[src/rtl/combo_lock_seq.sv]
`default_nettype none
// ============================================================================
// Module   : combo_lock_seq
// Purpose  : Clocked keypad combination lock. Stores a CODE_LEN-digit code,
//            checks full-length attempts, counts consecutive failures with a
//            timed lockout, and abandons stalled attempts after an idle
//            timeout.
// Ports    : clk, reset      - clock (rising edge), synchronous active-high
//            key_in          - encoded key, 0 = no key
//            relock          - UNLOCKED -> ARMED
//            clear_code      - UNLOCKED -> PROGRAM, code erased
//            unlock          - high in UNLOCKED
//            locked_out      - high in LOCKOUT
//            programmed      - high when a code is stored
//            digit_count     - digits accepted in current sequence
//            fail_count      - consecutive failed attempts
// Revision : 1.0 - initial release
// ============================================================================
module combo_lock_seq #(
    parameter int DIGIT_W        = 4,
    parameter int CODE_LEN       = 4,
    parameter int MAX_FAILS      = 3,
    parameter int LOCKOUT_CYCLES = 16,
    parameter int TIMEOUT_CYCLES = 64
) (
    input  logic                              clk,
    input  logic                              reset,
    input  logic [DIGIT_W-1:0]                key_in,
    input  logic                              relock,
    input  logic                              clear_code,
    output logic                              unlock,
    output logic                              locked_out,
    output logic                              programmed,
    output logic [$clog2(CODE_LEN+1)-1:0]     digit_count,
    output logic [$clog2(MAX_FAILS+1)-1:0]    fail_count
);

    localparam int c_IDX_W  = $clog2(CODE_LEN + 1);
    localparam int c_SEL_W  = $clog2(CODE_LEN);
    localparam int c_FAIL_W = $clog2(MAX_FAILS + 1);
    localparam int c_LK_W   = (LOCKOUT_CYCLES > 1) ? $clog2(LOCKOUT_CYCLES) : 1;
    localparam int c_TO_W   = (TIMEOUT_CYCLES > 1) ? $clog2(TIMEOUT_CYCLES) : 1;

    localparam logic [c_IDX_W-1:0]  c_IDX_LAST  = c_IDX_W'(CODE_LEN - 1);
    localparam logic [c_FAIL_W-1:0] c_FAIL_LAST = c_FAIL_W'(MAX_FAILS - 1);
    localparam logic [c_FAIL_W-1:0] c_FAIL_MAX  = c_FAIL_W'(MAX_FAILS);
    localparam logic [c_LK_W-1:0]   c_LK_START  = c_LK_W'(LOCKOUT_CYCLES - 1);
    localparam logic [c_TO_W-1:0]   c_TO_LAST   = c_TO_W'(TIMEOUT_CYCLES - 1);
    localparam bit                  c_TO_EN     = (TIMEOUT_CYCLES != 0);

    localparam logic [1:0] c_ST_PROGRAM  = 2'd0;
    localparam logic [1:0] c_ST_ARMED    = 2'd1;
    localparam logic [1:0] c_ST_UNLOCKED = 2'd2;
    localparam logic [1:0] c_ST_LOCKOUT  = 2'd3;

    logic [1:0]          r_state;
    logic [DIGIT_W-1:0]  r_code [CODE_LEN];
    logic [c_IDX_W-1:0]  r_idx;
    logic [c_FAIL_W-1:0] r_fails;
    logic [c_LK_W-1:0]   r_lock_tmr;
    logic [c_TO_W-1:0]   r_idle_cnt;
    logic                r_mismatch;
    logic                r_key_idle;

    logic                w_press;
    logic [c_SEL_W-1:0]  w_sel;
    logic                w_mis_next;
    logic                w_last_digit;

    // A press is the first cycle of a nonzero key after a cycle with no key.
    assign w_press      = (key_in != '0) && r_key_idle;
    // r_idx never exceeds CODE_LEN-1 while a code digit is being addressed.
    assign w_sel        = r_idx[c_SEL_W-1:0];
    assign w_mis_next   = r_mismatch | (key_in != r_code[w_sel]);
    assign w_last_digit = (r_idx == c_IDX_LAST);

    always_ff @(posedge clk) begin
        if (reset) begin
            r_state    <= c_ST_PROGRAM;
            for (int i = 0; i < CODE_LEN; i++) r_code[i] <= '0;
            r_idx      <= '0;
            r_fails    <= '0;
            r_lock_tmr <= '0;
            r_idle_cnt <= '0;
            r_mismatch <= 1'b0;
            r_key_idle <= 1'b1;
        end else begin
            // Re-armed only by a cycle with no key; a press always clears it,
            // and a held or directly changed key keeps it clear.
            r_key_idle <= (key_in == '0);

            case (r_state)
                c_ST_PROGRAM: begin
                    if (w_press) begin
                        r_code[w_sel] <= key_in;
                        if (w_last_digit) begin
                            r_idx   <= '0;
                            r_state <= c_ST_ARMED;
                        end else begin
                            r_idx <= r_idx + c_IDX_W'(1);
                        end
                    end
                end

                c_ST_ARMED: begin
                    if (w_press) begin
                        r_idle_cnt <= '0;
                        if (w_last_digit) begin
                            r_idx      <= '0;
                            r_mismatch <= 1'b0;
                            if (!w_mis_next) begin
                                r_state <= c_ST_UNLOCKED;
                                r_fails <= '0;
                            end else if (r_fails == c_FAIL_LAST) begin
                                r_state    <= c_ST_LOCKOUT;
                                r_lock_tmr <= c_LK_START;
                                r_fails    <= c_FAIL_MAX;
                            end else begin
                                r_fails <= r_fails + c_FAIL_W'(1);
                            end
                        end else begin
                            r_idx      <= r_idx + c_IDX_W'(1);
                            r_mismatch <= w_mis_next;
                        end
                    end else if (c_TO_EN && (r_idx != '0)) begin
                        // Partial attempt stalled: drop it, keep the fail tally.
                        if (r_idle_cnt == c_TO_LAST) begin
                            r_idx      <= '0;
                            r_mismatch <= 1'b0;
                            r_idle_cnt <= '0;
                        end else begin
                            r_idle_cnt <= r_idle_cnt + c_TO_W'(1);
                        end
                    end
                end

                c_ST_UNLOCKED: begin
                    if (clear_code) begin
                        for (int i = 0; i < CODE_LEN; i++) r_code[i] <= '0;
                        r_state <= c_ST_PROGRAM;
                    end else if (relock) begin
                        r_state <= c_ST_ARMED;
                    end
                end

                c_ST_LOCKOUT: begin
                    // Entered with LOCKOUT_CYCLES-1 so the state lasts exactly
                    // LOCKOUT_CYCLES cycles including the exit cycle.
                    if (r_lock_tmr == '0) begin
                        r_state <= c_ST_ARMED;
                        r_fails <= '0;
                    end else begin
                        r_lock_tmr <= r_lock_tmr - c_LK_W'(1);
                    end
                end

                default: r_state <= c_ST_PROGRAM;
            endcase
        end
    end

    assign unlock      = (r_state == c_ST_UNLOCKED);
    assign locked_out  = (r_state == c_ST_LOCKOUT);
    assign programmed  = (r_state != c_ST_PROGRAM);
    assign digit_count = r_idx;
    assign fail_count  = r_fails;

endmodule
`default_nettype wire

[config.mk]
export PLATFORM = sky130hd
export DESIGN_NAME = combo_lock_seq
export DESIGN_NICKNAME = d
export VERILOG_FILES = /design/src/rtl/combo_lock_seq.sv
export SDC_FILE = /design/constraint.sdc
export NUM_CORES = 1
export LEC_CHECK = 0
export BUFFER_PORTS_ARGS = -buffer_cell sky130_fd_sc_hd__buf_2
export CORE_MARGIN = 5
export CORE_UTILIZATION = 50
export CTS_CLUSTER_SIZE = 25
export DETAILED_ROUTE_END_ITERATION = 8
export PLACE_DENSITY = 0.71
export SKIP_CTS_REPAIR_TIMING = 1
export SKIP_LAST_GASP = 1
export SLEW_MARGIN = 10
export SYNTH_ARGS = -nofsm -noshare
export SYNTH_HDL_FRONTEND = slang
export SYNTH_SLANG_ARGS = --single-unit
[constraint.sdc]
create_clock -name clk -period 3.72 [get_ports clk]
set_input_delay 0.186 -clock clk [delete_from_list [all_inputs] [get_ports clk]]
set_output_delay 0.186 -clock clk [all_outputs]
set_load 0.01 [all_outputs]
==> flow_summary_export.csv, run 1 <==
group,metric,value,unit
power_and_ir_drop,powerDensity,444.7,nW/um2
cells_and_area,num-nets-final,232,
logic_synthesis,syn_area,2007,um2
clocking,clkLatencyLatePin,0.29,ns
power_and_ir_drop,vdd_drop_max,0.2950,mV
clocking,clkTransAtPathRegs,0.08,ns
cells_and_area,nFillCells,338,
clocking,cts_tree,"yes",
logic_synthesis,syn-instance-count,196,
logic_synthesis,async_flop_share,0,
worst_setup_path,path_max_fanout,7,
global_route,antenna_found_initial,0,
floorplan,die_area,5381,um2
global_route,gr-total-overflow,0,
floorplan,rows,23,
power_and_ir_drop,p_leak,0.9057,nW
place,routabilityCongestion,0.8571,
worst_setup_path,crit_chain,"mux4_2 -> xor2_1 -> a2111oi_2 -> o21ai_0 -> a311oi_1",
worst_setup_path,crit_path_end,"r_lock_tmr[2]",
cells_and_area,seq_area,900.9,um2
worst_setup_path,required,3.92,ns
routing,vias,1540,
power_and_ir_drop,seq_power_share,0.493,
clocking,root_buffer,"clkbuf_8",
global_route,grt_max_degree,21,
timing,fin_skew,0.005304,ns
place,numPortBuffers,15,
logic_synthesis,synthTopCellsByArea,"edfxtp_1 (24%), dfxtp_1 (21%), ha_1 (6.9%)",
worst_setup_path,regToRegSetupSlack,1.39,ns
place,dpl_cell_area,2111,um2
worst_setup_path,crit_path_top_delay_cell,"mux4_2",
global_route,track_usage,0.1753,
routing,drc,0,
timing,tns,0,ns
routing,drt_iter0_drc,41,
timing,timing.final.max_slew_violations,0,
logic_synthesis,synth.distinct_cells,48,
worst_setup_path,path_class,"reg -> reg",
routing,antenna_left,0,
clocking,clkSinkCount,37,
timing,worst_pin_slew,0.7564,ns
floorplan,die_h,73.36,um
routing,viasPerCell,5.833,
worst_hold_path,min_from,"key_in[2]",
logic_synthesis,synth_fp_nets,215,
global_route,grt_pass1_wl,7.196,mm
timing,hold_violations,0,
global_route,first_global_vias,1526,
floorplan,initial_core_util,0.5090,
logic_synthesis,synth_edf_count,16,
power_and_ir_drop,intPower,0.6706,mW
floorplan,chipWidth,73.36,um
cells_and_area,multi_input_area,1005,um2
floorplan,pin_count,16,
timing,max_freq,428.8,MHz
worst_setup_path,start_kind,"flop",
power_and_ir_drop,p_sw_frac,0.3152,
cells_and_area,num_antenna_cells,0,
job,maxCapViolations,0,
logic_synthesis,synthFlopType,"dfxtp_1",
worst_setup_path,slowest_delay,0.55,ns
worst_setup_path,reg2reg_to,"r_lock_tmr[2]",
power_and_ir_drop,power_frac_clock,0.294,
power_and_ir_drop,p_switching,0.3086,mW
cells_and_area,drive_gt1_frac,0.1449,
cells_and_area,fin_area,2202,um2
cells_and_area,synthToLayoutAreaGrowth,9.726,%
timing,finalSetupViolCount,0,
logic_synthesis,synth_area_per_cell,10.24,um2
clocking,cts_made_buffers,5,
timing,fin_crit,2.332,ns
worst_setup_path,reg2reg_depth,5,
logic_synthesis,synth_common_cells,"dfxtp_1 (21), nand2_1 (17), and3_1 (16), edfxtp_1 (16), inv_1 (14)",
routing,first_pass_iters,4,
timing,fin_crit_sh,0.6269,
place,place_hpwl,3.035,mm
logic_synthesis,yosysWarnings,0,
logic_synthesis,synth_top_cell_by_area,"edfxtp_1",
worst_setup_path,crit_arrival,2.53,ns
timing,slew_headroom,0.4919,
floorplan,core_area,3943,um2
clocking,clock_path_buffers,2,
worst_hold_path,min_path_type,"in -> reg",
logic_synthesis,synth_top_cell_area_share,0.2394,
routing,wl_per_cell,15.60,um
power_and_ir_drop,combPwrFrac,0.213,
logic_synthesis,ys_seq_elements,37,
logic_synthesis,synthMostInstantiatedCell,"dfxtp_1",
status,status,"finished, final reports clean",
routing,wl,4.118,mm
logic_synthesis,yosysSeqAreaShare,0.4489,
worst_setup_path,endpoint_kind,"flop",
timing,rsz0062_at_grt,"no",
clocking,cts_max_level,2,
-- layout by cell type, fill, tap and decap left out, types with 2 or more instances in the layout --
master / instances
a21oi_1: 7
nor2_1: 8
buf_4: 2
o21ai_0: 7
clkbuf_8: 5
and3_1: 16
a2111o_1: 2
o22ai_1: 2
or3_1: 2
buf_2: 15
o41ai_1: 3
dfxtp_1: 21
a211oi_1: 4
o32ai_1: 2
o211ai_1: 2
inv_1: 14
xnor2_1: 2
edfxtp_1: 16
mux2i_1: 5
nand2_1: 17
xor2_1: 4
mux4_2: 2
a311oi_1: 2
nor3_1: 10
clkinv_4: 2
a21o_1: 3
nand3_1: 4
nor3b_1: 3
a221oi_1: 2
ha_1: 11
-- cell families (layout without fill, tap and decap cells) --
| family | count (synthesis) | after routing | share of synthesized area |
|---|---|---|---|
| simple gates | 69 | 69 | 0.1808 |
| compound gates | 44 | 44 | 0.1646 |
| flops | 37 | 37 | 0.4489 |
| buf+inv | 21 | 39 | 0.05050 |
| mux | 8 | 8 | 0.06048 |
| xor+xnor | 6 | 6 | 0.02618 |
| fa+ha+maj | 11 | 11 | 0.06858 |
-- how the worst min path moves through the flow --
stage                     endpoint  depth (start not counted)
floorplan            fail_count[1]                          1
global placement     r_idle_cnt[3]                          2
detailed placement  digit_count[2]                          1
CTS                     r_key_idle                          2
global route            r_key_idle                          2
finish                  r_key_idle                          2
-- area by class of cell --
class,count,area share
Timing Repair Buffer,17,0.04091
Tap cell,50,0.02841
Clock buffer,5,0.03125
Sequential cell,37,0.4091
Inverter,14,0.02386
Clock inverter,3,0.01023
Multi-Input combinational cell,138,0.4562
-- stage by stage --
stage	std cells	setup slack, ns	utilization	hold slack, ns	power, mW
after floorplan	196	1.675	-	0.2871	0.6482
after global placement	256	1.478	0.5354	0.4871	0.6941
after detailed placement	256	1.417	0.5354	0.4823	0.6994
after CTS	264	1.393	0.5586	0.1797	0.9825
after global routing	264	1.154	0.5586	0.1926	1.031
final	264	1.388	0.5586	0.1893	0.9792
-- sequential cells by signal, summed over array words and instances (netlist names), named ones only --
| name | cells |
|---|---|
| r_code | 16 |
| r_idle_cnt | 6 |
| r_lock_tmr | 4 |
| digit_count | 3 |
| fail_count | 2 |
| r_state | 2 |
| r_key_idle | 1 |
| r_mismatch | 1 |
-- power by group through the flow --
| stage | Clock, mW | Sequential [mW] | Combinational [mW] |
|---|---|---|---|
| after floorplan | 0 | 0.481 | 0.167 |
| after CTS | 0.291 | 0.484 | 0.208 |
| after global routing | 0.310 | 0.488 | 0.232 |
| after global placement | 0 | 0.492 | 0.203 |
| after detailed placement | 0 | 0.493 | 0.207 |
| final | 0.288 | 0.483 | 0.208 |
-- worst max-delay path, delay by kind of cell, from the launching register on --
family | cells | cell delay [ns]
compound gates | 3 | 1.02
flops | 1 | 0.49
mux | 1 | 0.55
xor+xnor | 1 | 0.18
-- layer usage --
metal | global-route usage | vias up | share of wire | wire (um)
met2 | 0.2771 | 34 | 0.46 | 1911
met3 | 0.04788 | 12 | 0.042 | 174
met1 | 0.2236 | 719 | 0.47 | 1924
met5 | 0 | - | 0 | 0
met4 | 0.07847 | 0 | 0.026 | 108
li1 | - | 775 | - | -
(Power assumes the default switching activity.)
==> run 2: changes to the inputs <==
--- a/config.mk
+++ b/config.mk
@@ -10,7 +10,7 @@
 export CORE_UTILIZATION = 50
 export CTS_CLUSTER_SIZE = 25
 export DETAILED_ROUTE_END_ITERATION = 8
-export PLACE_DENSITY = 0.71
+export PLACE_DENSITY = 0.74
 export SKIP_CTS_REPAIR_TIMING = 1
 export SKIP_LAST_GASP = 1
 export SLEW_MARGIN = 10
==> constraint.sdc (replaced) <==
create_clock -name clk -period 1.9 [get_ports clk]
set_input_delay 0.095 -clock clk [delete_from_list [all_inputs] [get_ports clk]]
set_output_delay 0.095 -clock clk [all_outputs]
set_load 0.01 [all_outputs]
==> run 2 against run 1 <==
Die area unchanged. Final cell count rose by 4.5%. Critical path type unchanged. Non-clock buffer count grew 12. Critical path depth did not move. Register-to-register slack got worse by 1.5 ns. The run now ends with setup timing left.
==> flow_summary_export.csv, run 2 (synthesis gave the netlist of run 1 again) <==
group,metric,value,unit
worst_setup_path,path_class,"reg -> reg",
worst_setup_path,path_max_fanout,4,
worst_setup_path,regToRegSetupSlack,-0.15,ns
worst_setup_path,reg2reg_to,"r_lock_tmr[1]",
power_and_ir_drop,combPwrFrac,0.255,
worst_setup_path,crit_path_top_delay_cell,"mux4_2",
cells_and_area,seq_area,905.9,um2
cells_and_area,reg.largest.list,"r_code x16, r_idle_cnt x6, r_lock_tmr x4",
clocking,clkSinkCount,37,
power_and_ir_drop,vdd_drop_max,0.5976,mV
cells_and_area,num_antenna_cells,0,
clocking,clock_path_buffers,2,
worst_setup_path,reg2reg_depth,5,
clocking,clkLatencyLatePin,0.29,ns
clocking,clkTransAtPathRegs,0.08,ns
global_route,gr-total-overflow,0,
timing,setup_slack,-0.1549,ns
worst_setup_path,critPathTopFamily,"compound AO/OA/AOI/OAI gates",
cells_and_area,top_register,"r_code",
global_route,first_global_vias,1594,
power_and_ir_drop,intPower,1.379,mW
clocking,cts_tree,"yes",
place,dpl_cell_area,2201,um2
worst_setup_path,required,2.11,ns
place,routabilityCongestion,0.8527,
cells_and_area,fin_util,0.6058,
timing,max_freq,486.6,MHz
power_and_ir_drop,p_sw_frac,0.3135,
global_route,track_usage,0.1827,
status,status,"complete, but fails checks",
timing,fin_skew,0.004652,ns
timing,fin_crit,2.055,ns
routing,drt_iter0_drc,106,
timing,fin_crit_sh,1.082,
cells_and_area,fin_area,2389,um2
cells_and_area,largest_reg_flops,16,
clocking,root_buffer,"clkbuf_8",
cells_and_area,nFillCells,342,
routing,drc,0,
timing,tns,-0.9858,ns
routing,wl,4.358,mm
worst_setup_path,crit_arrival,2.27,ns
timing,rsz0062_at_grt,"yes",
floorplan,chipWidth,73.36,um
worst_setup_path,path_buf_inv,0,
global_route,grt_max_degree,21,
routing,first_pass_iters,4,
place,numPortBuffers,15,
floorplan,die_h,73.36,um
place,place_hpwl,3.189,mm
cells_and_area,synthToLayoutAreaGrowth,19.01,%
routing,viasPerCell,5.888,
status,violations,"setup timing",
power_and_ir_drop,seq_power_share,0.467,
floorplan,rows,23,
timing,slew_headroom,0.7191,
global_route,grt_pass1_wl,7.472,mm
worst_hold_path,min_path_type,"in -> reg",
job,maxCapViolations,0,
cells_and_area,drive_gt1_frac,0.2655,
worst_setup_path,cp.depth,5,
routing,antenna_left,0,
floorplan,initial_core_util,0.5090,
power_and_ir_drop,p_switching,0.6299,mW
floorplan,pin_count,16,
routing,wl_per_cell,15.79,um
clocking,cts_made_buffers,5,
cells_and_area,num-nets-final,244,
worst_setup_path,crit_path_end,"r_lock_tmr[1]",
worst_setup_path,endpoint_kind,"flop",
clocking,cts_max_level,2,
worst_setup_path,start_kind,"flop",
routing,vias,1625,
timing,hold_violations,0,
floorplan,core_area,3943,um2
timing,finalSetupViolCount,9,
power_and_ir_drop,power_frac_clock,0.278,
place,place_ws,-0.2274,ns
cells_and_area,final_common_cell,"dfxtp_1",
worst_setup_path,crit_chain,"mux4_2 -> xor2_2 -> a2111o_1 -> a21o_1 -> a311oi_2",
floorplan,die_area,5381,um2
worst_setup_path,slowest_delay,0.54,ns
global_route,antenna_found_initial,0,
cells_and_area,final_cell_mix,"dfxtp_1 (19), and3_1 (16), edfxtp_1 (16), nand2_1 (15), buf_2 (15)",
cells_and_area,multi_input_area,1094,um2
timing,timing.final.max_slew_violations,0,
power_and_ir_drop,p_leak,0.9806,nW
power_and_ir_drop,powerDensity,841.2,nW/um2
timing,worst_pin_slew,0.4214,ns
[run 2: changes by cell type in the layout (fill, tap and decap cells not counted), moves of 2 or more]
cell,delta
xor2_1,-2
o21ai_0,-2
nand2_4,+2
dfxtp_1,-2
buf_4,+11
mux2i_2,+2
mux2i_1,-2
xor2_2,+2
nand2_1,-2
clkinv_4,-2
[run 2: per-stage QoR]
step	instances	power (mW)	hold WS, ns
6_report	276	2.009	0.1195
5_1_grt	276	2.128	0.1308
4_1_cts	276	1.986	0.1036
3_5_place_dp	268	1.423	0.4259
3_3_place_gp	268	1.412	0.4165
2_1_floorplan	196	1.270	0.1961
[run 2: final cells by class]
type,count,share of cell area
multi-input combinational,138,0.4578
sequential,37,0.3793
timing repair buffer,29,0.07700
clock buffer,5,0.02881
tap,50,0.02619
inverter,14,0.02200
clock inverter,3,0.008905
[run 2: worst min path at each step]
stage                          from  depth (start not counted)  slack, ns             to
after floorplan               reset                          1       0.20  fail_count[1]
after global placement    key_in[2]                          2       0.42     r_key_idle
after detailed placement  key_in[2]                          2       0.43     r_key_idle
after CTS                 key_in[2]                          2       0.10     r_key_idle
after global routing      key_in[0]                          2       0.13     r_key_idle
final                     key_in[0]                          2       0.12     r_key_idle
[run 2: power groups by stage]
stage | Clock, mW | Combinational, mW | Sequential [mW]
after floorplan | 0 | 0.327 | 0.942
after global placement | 0 | 0.460 | 0.951
after detailed placement | 0 | 0.471 | 0.952
after CTS | 0.579 | 0.472 | 0.935
after global routing | 0.619 | 0.561 | 0.948
final | 0.558 | 0.513 | 0.938
[run 2: metal layers]
metal | track usage | share of wire | routed length [um]
met5 | 0 | 0 | 0
met4 | 0.09054 | 0.018 | 78
met3 | 0.03420 | 0.064 | 277
met2 | 0.2880 | 0.48 | 2086
met1 | 0.2397 | 0.44 | 1916
==> run 3: changes to the inputs <==
--- a/config.mk
+++ b/config.mk
@@ -7,10 +7,10 @@
 export LEC_CHECK = 0
 export BUFFER_PORTS_ARGS = -buffer_cell sky130_fd_sc_hd__buf_2
 export CORE_MARGIN = 5
-export CORE_UTILIZATION = 50
+export CORE_UTILIZATION = 53
 export CTS_CLUSTER_SIZE = 25
 export DETAILED_ROUTE_END_ITERATION = 8
-export PLACE_DENSITY = 0.74
+export PLACE_DENSITY = 0.78
 export SKIP_CTS_REPAIR_TIMING = 1
 export SKIP_LAST_GASP = 1
 export SLEW_MARGIN = 10
==> run 3 against run 2 <==
The run still ends with setup timing left. Clock power increased by 13%. Design area fell by 1.9%. Global-route usage rose by 0.10 points. Flip-flop and latch count unchanged. Largest power group unchanged. Routed wire length decreased by 0.64%. Register-to-register slack lost 0.04 ns. Utilization increased by 3.4 points. Sequential share of layout area is 0.68 points higher. Die area is 4.9% lower. First-iteration DRC count shrank 24%.
==> flow_summary_export.csv, run 3 (synthesis gave the netlist of run 1 again) <==
group,metric,value,unit
status,status,"complete, but fails checks",
status,violations,"setup timing",
routing,first_pass_iters,4,
clocking,cts_made_buffers,5,
worst_hold_path,hold_path_depth,2,
global_route,grt_pass1_wl,7.162,mm
global_route,track_usage,0.1837,
worst_setup_path,required,2.07,ns
timing,finalSetupViolCount,9,
place,numPortBuffers,15,
worst_setup_path,reg2reg_depth,6,
timing,fin_crit,2.098,ns
worst_hold_path,min_from,"key_in[1]",
clocking,root_buffer,"clkbuf_8",
timing,max_freq,476.6,MHz
cells_and_area,drive_gt1_frac,0.2193,
worst_setup_path,crit_path_top_delay_cell,"mux4_2",
timing,worst_pin_slew,0.3843,ns
worst_setup_path,regToRegSetupSlack,-0.20,ns
floorplan,die_area,5117,um2
worst_setup_path,reg2reg_to,"r_lock_tmr[0]",
worst_setup_path,path_max_fanout,4,
routing,antenna_left,0,
floorplan,die_h,71.54,um
job,maxCapViolations,0,
worst_setup_path,cp_common_cell,"a211oi_2",
worst_setup_path,start_kind,"flop",
floorplan,rows,22,
routing,wl_per_cell,15.69,um
power_and_ir_drop,p_leak,0.9800,nW
cells_and_area,num_antenna_cells,0,
place,routabilityCongestion,0.8152,
routing,wl,4.330,mm
power_and_ir_drop,powerDensity,872.5,nW/um2
timing,fin_crit_sh,1.104,
clocking,cts_max_level,2,
cells_and_area,top_register,"r_code",
power_and_ir_drop,vdd_drop_max,0.8184,mV
floorplan,core_area,3661,um2
cells_and_area,nFillCells,296,
floorplan,initial_core_util,0.5482,
timing,fin_skew,0.005716,ns
global_route,gr-total-overflow,0,
timing,hold_violations,0,
worst_setup_path,slowest_delay,0.51,ns
global_route,antenna_found_initial,0,
clocking,clock_path_buffers,2,
worst_setup_path,endpoint_kind,"flop",
routing,viasPerCell,5.870,
timing,setup_slack,-0.1981,ns
global_route,grt_max_degree,21,
cells_and_area,final_common_cell,"dfxtp_1",
worst_setup_path,critPathTopFamily,"compound AO/OA/AOI/OAI gates",
cells_and_area,synthToLayoutAreaGrowth,16.77,%
floorplan,pin_count,16,
cells_and_area,final_cell_mix,"dfxtp_1 (20), nand2_1 (17), and3_1 (16), edfxtp_1 (16)",
timing,timing.final.max_slew_violations,0,
cells_and_area,fin_util,0.6401,
worst_setup_path,crit_chain,"mux4_2 -> xor2_1 -> a2111o_1 -> buf_4 -> a211oi_2 -> a211oi_2",
timing,slew_headroom,0.7419,
worst_setup_path,crit_arrival,2.27,ns
worst_setup_path,path_class,"reg -> reg",
floorplan,chipWidth,71.54,um
routing,drc,0,
routing,drt_iter0_drc,81,
worst_hold_path,min_path_type,"in -> reg",
worst_setup_path,path_buf_inv,1,
timing,rsz0062_at_grt,"yes",
global_route,first_global_vias,1488,
clocking,clkSinkCount,37,
routing,vias,1620,
place,place_hpwl,3.236,mm
power_and_ir_drop,total_power,2.045,mW
cells_and_area,largest_reg_flops,16,
worst_hold_path,hold_path_end,"r_key_idle",
cells_and_area,num-nets-final,246,
clocking,cts_tree,"yes",
clocking,clkLatencyLatePin,0.29,ns
clocking,clkTransAtPathRegs,0.08,ns
cells_and_area,reg.largest.list,"r_code x16, r_idle_cnt x6, r_lock_tmr x4",
run 3: changes by cell type in the layout (fill, tap and decap cells not counted), sizes merged:
cell,delta
buf,+2
clkbuf,+1
inv,-1
run 3: cell type report:
cell class,count,area (um2),area share
clock inverter,2,16.27,0.006941
clock buffer,6,93.84,0.04004
inverter,14,52.55,0.02242
tap,48,60.06,0.02563
sequential,37,904.6,0.3860
timing repair buffer,31,198.9,0.08489
multi-input combinational,138,1017,0.4341
run 3: per-stage QoR:
stage / TNS, ns / cell area (um2) / hold slack [ns] / worst slack, ns / instances
after global routing: -2.206 / 2344 / 0.1102 / -0.2725 / 276
after detailed placement: -1.886 / 2198 / 0.4219 / -0.2686 / 266
after CTS: -2.015 / 2308 / 0.1076 / -0.2892 / 274
after floorplan: -0.3825 / 2007 / 0.1961 / -0.1452 / 196
final: -1.498 / 2344 / 0.1319 / -0.1981 / 276
after global placement: -1.378 / 2198 / 0.4175 / -0.1986 / 266
run 3: layer usage:
layer	vias up	global-route usage	part of all wire
li1	794	-	-
met1	772	0.2540	0.46
met2	49	0.2816	0.46
met3	5	0.04488	0.062
met4	0	0.06263	0.010
met5	-	0	0
run 3: worst max path at each step:
stage          startpoint       endpoint  slack, ns  depth (start not counted)
4_1_cts              flop  r_lock_tmr[1]      -0.29                          5
3_5_place_dp         flop  r_lock_tmr[0]      -0.27                          5
2_1_floorplan        flop  r_lock_tmr[1]      -0.15                          6
5_1_grt              flop  fail_count[0]      -0.27                          7
3_3_place_gp         flop  r_lock_tmr[1]      -0.20                          5
6_report             flop  r_lock_tmr[0]      -0.20                          6
run 3: power by group:
group	leakage [nW]	internal, mW	total [mW]	switching [mW]
clock	0.0525	0.340	0.629	0.289
sequential	0.337	0.894	0.937	0.0430
combinational	0.590	0.205	0.479	0.274
total	0.980	1.44	2.04	0.606
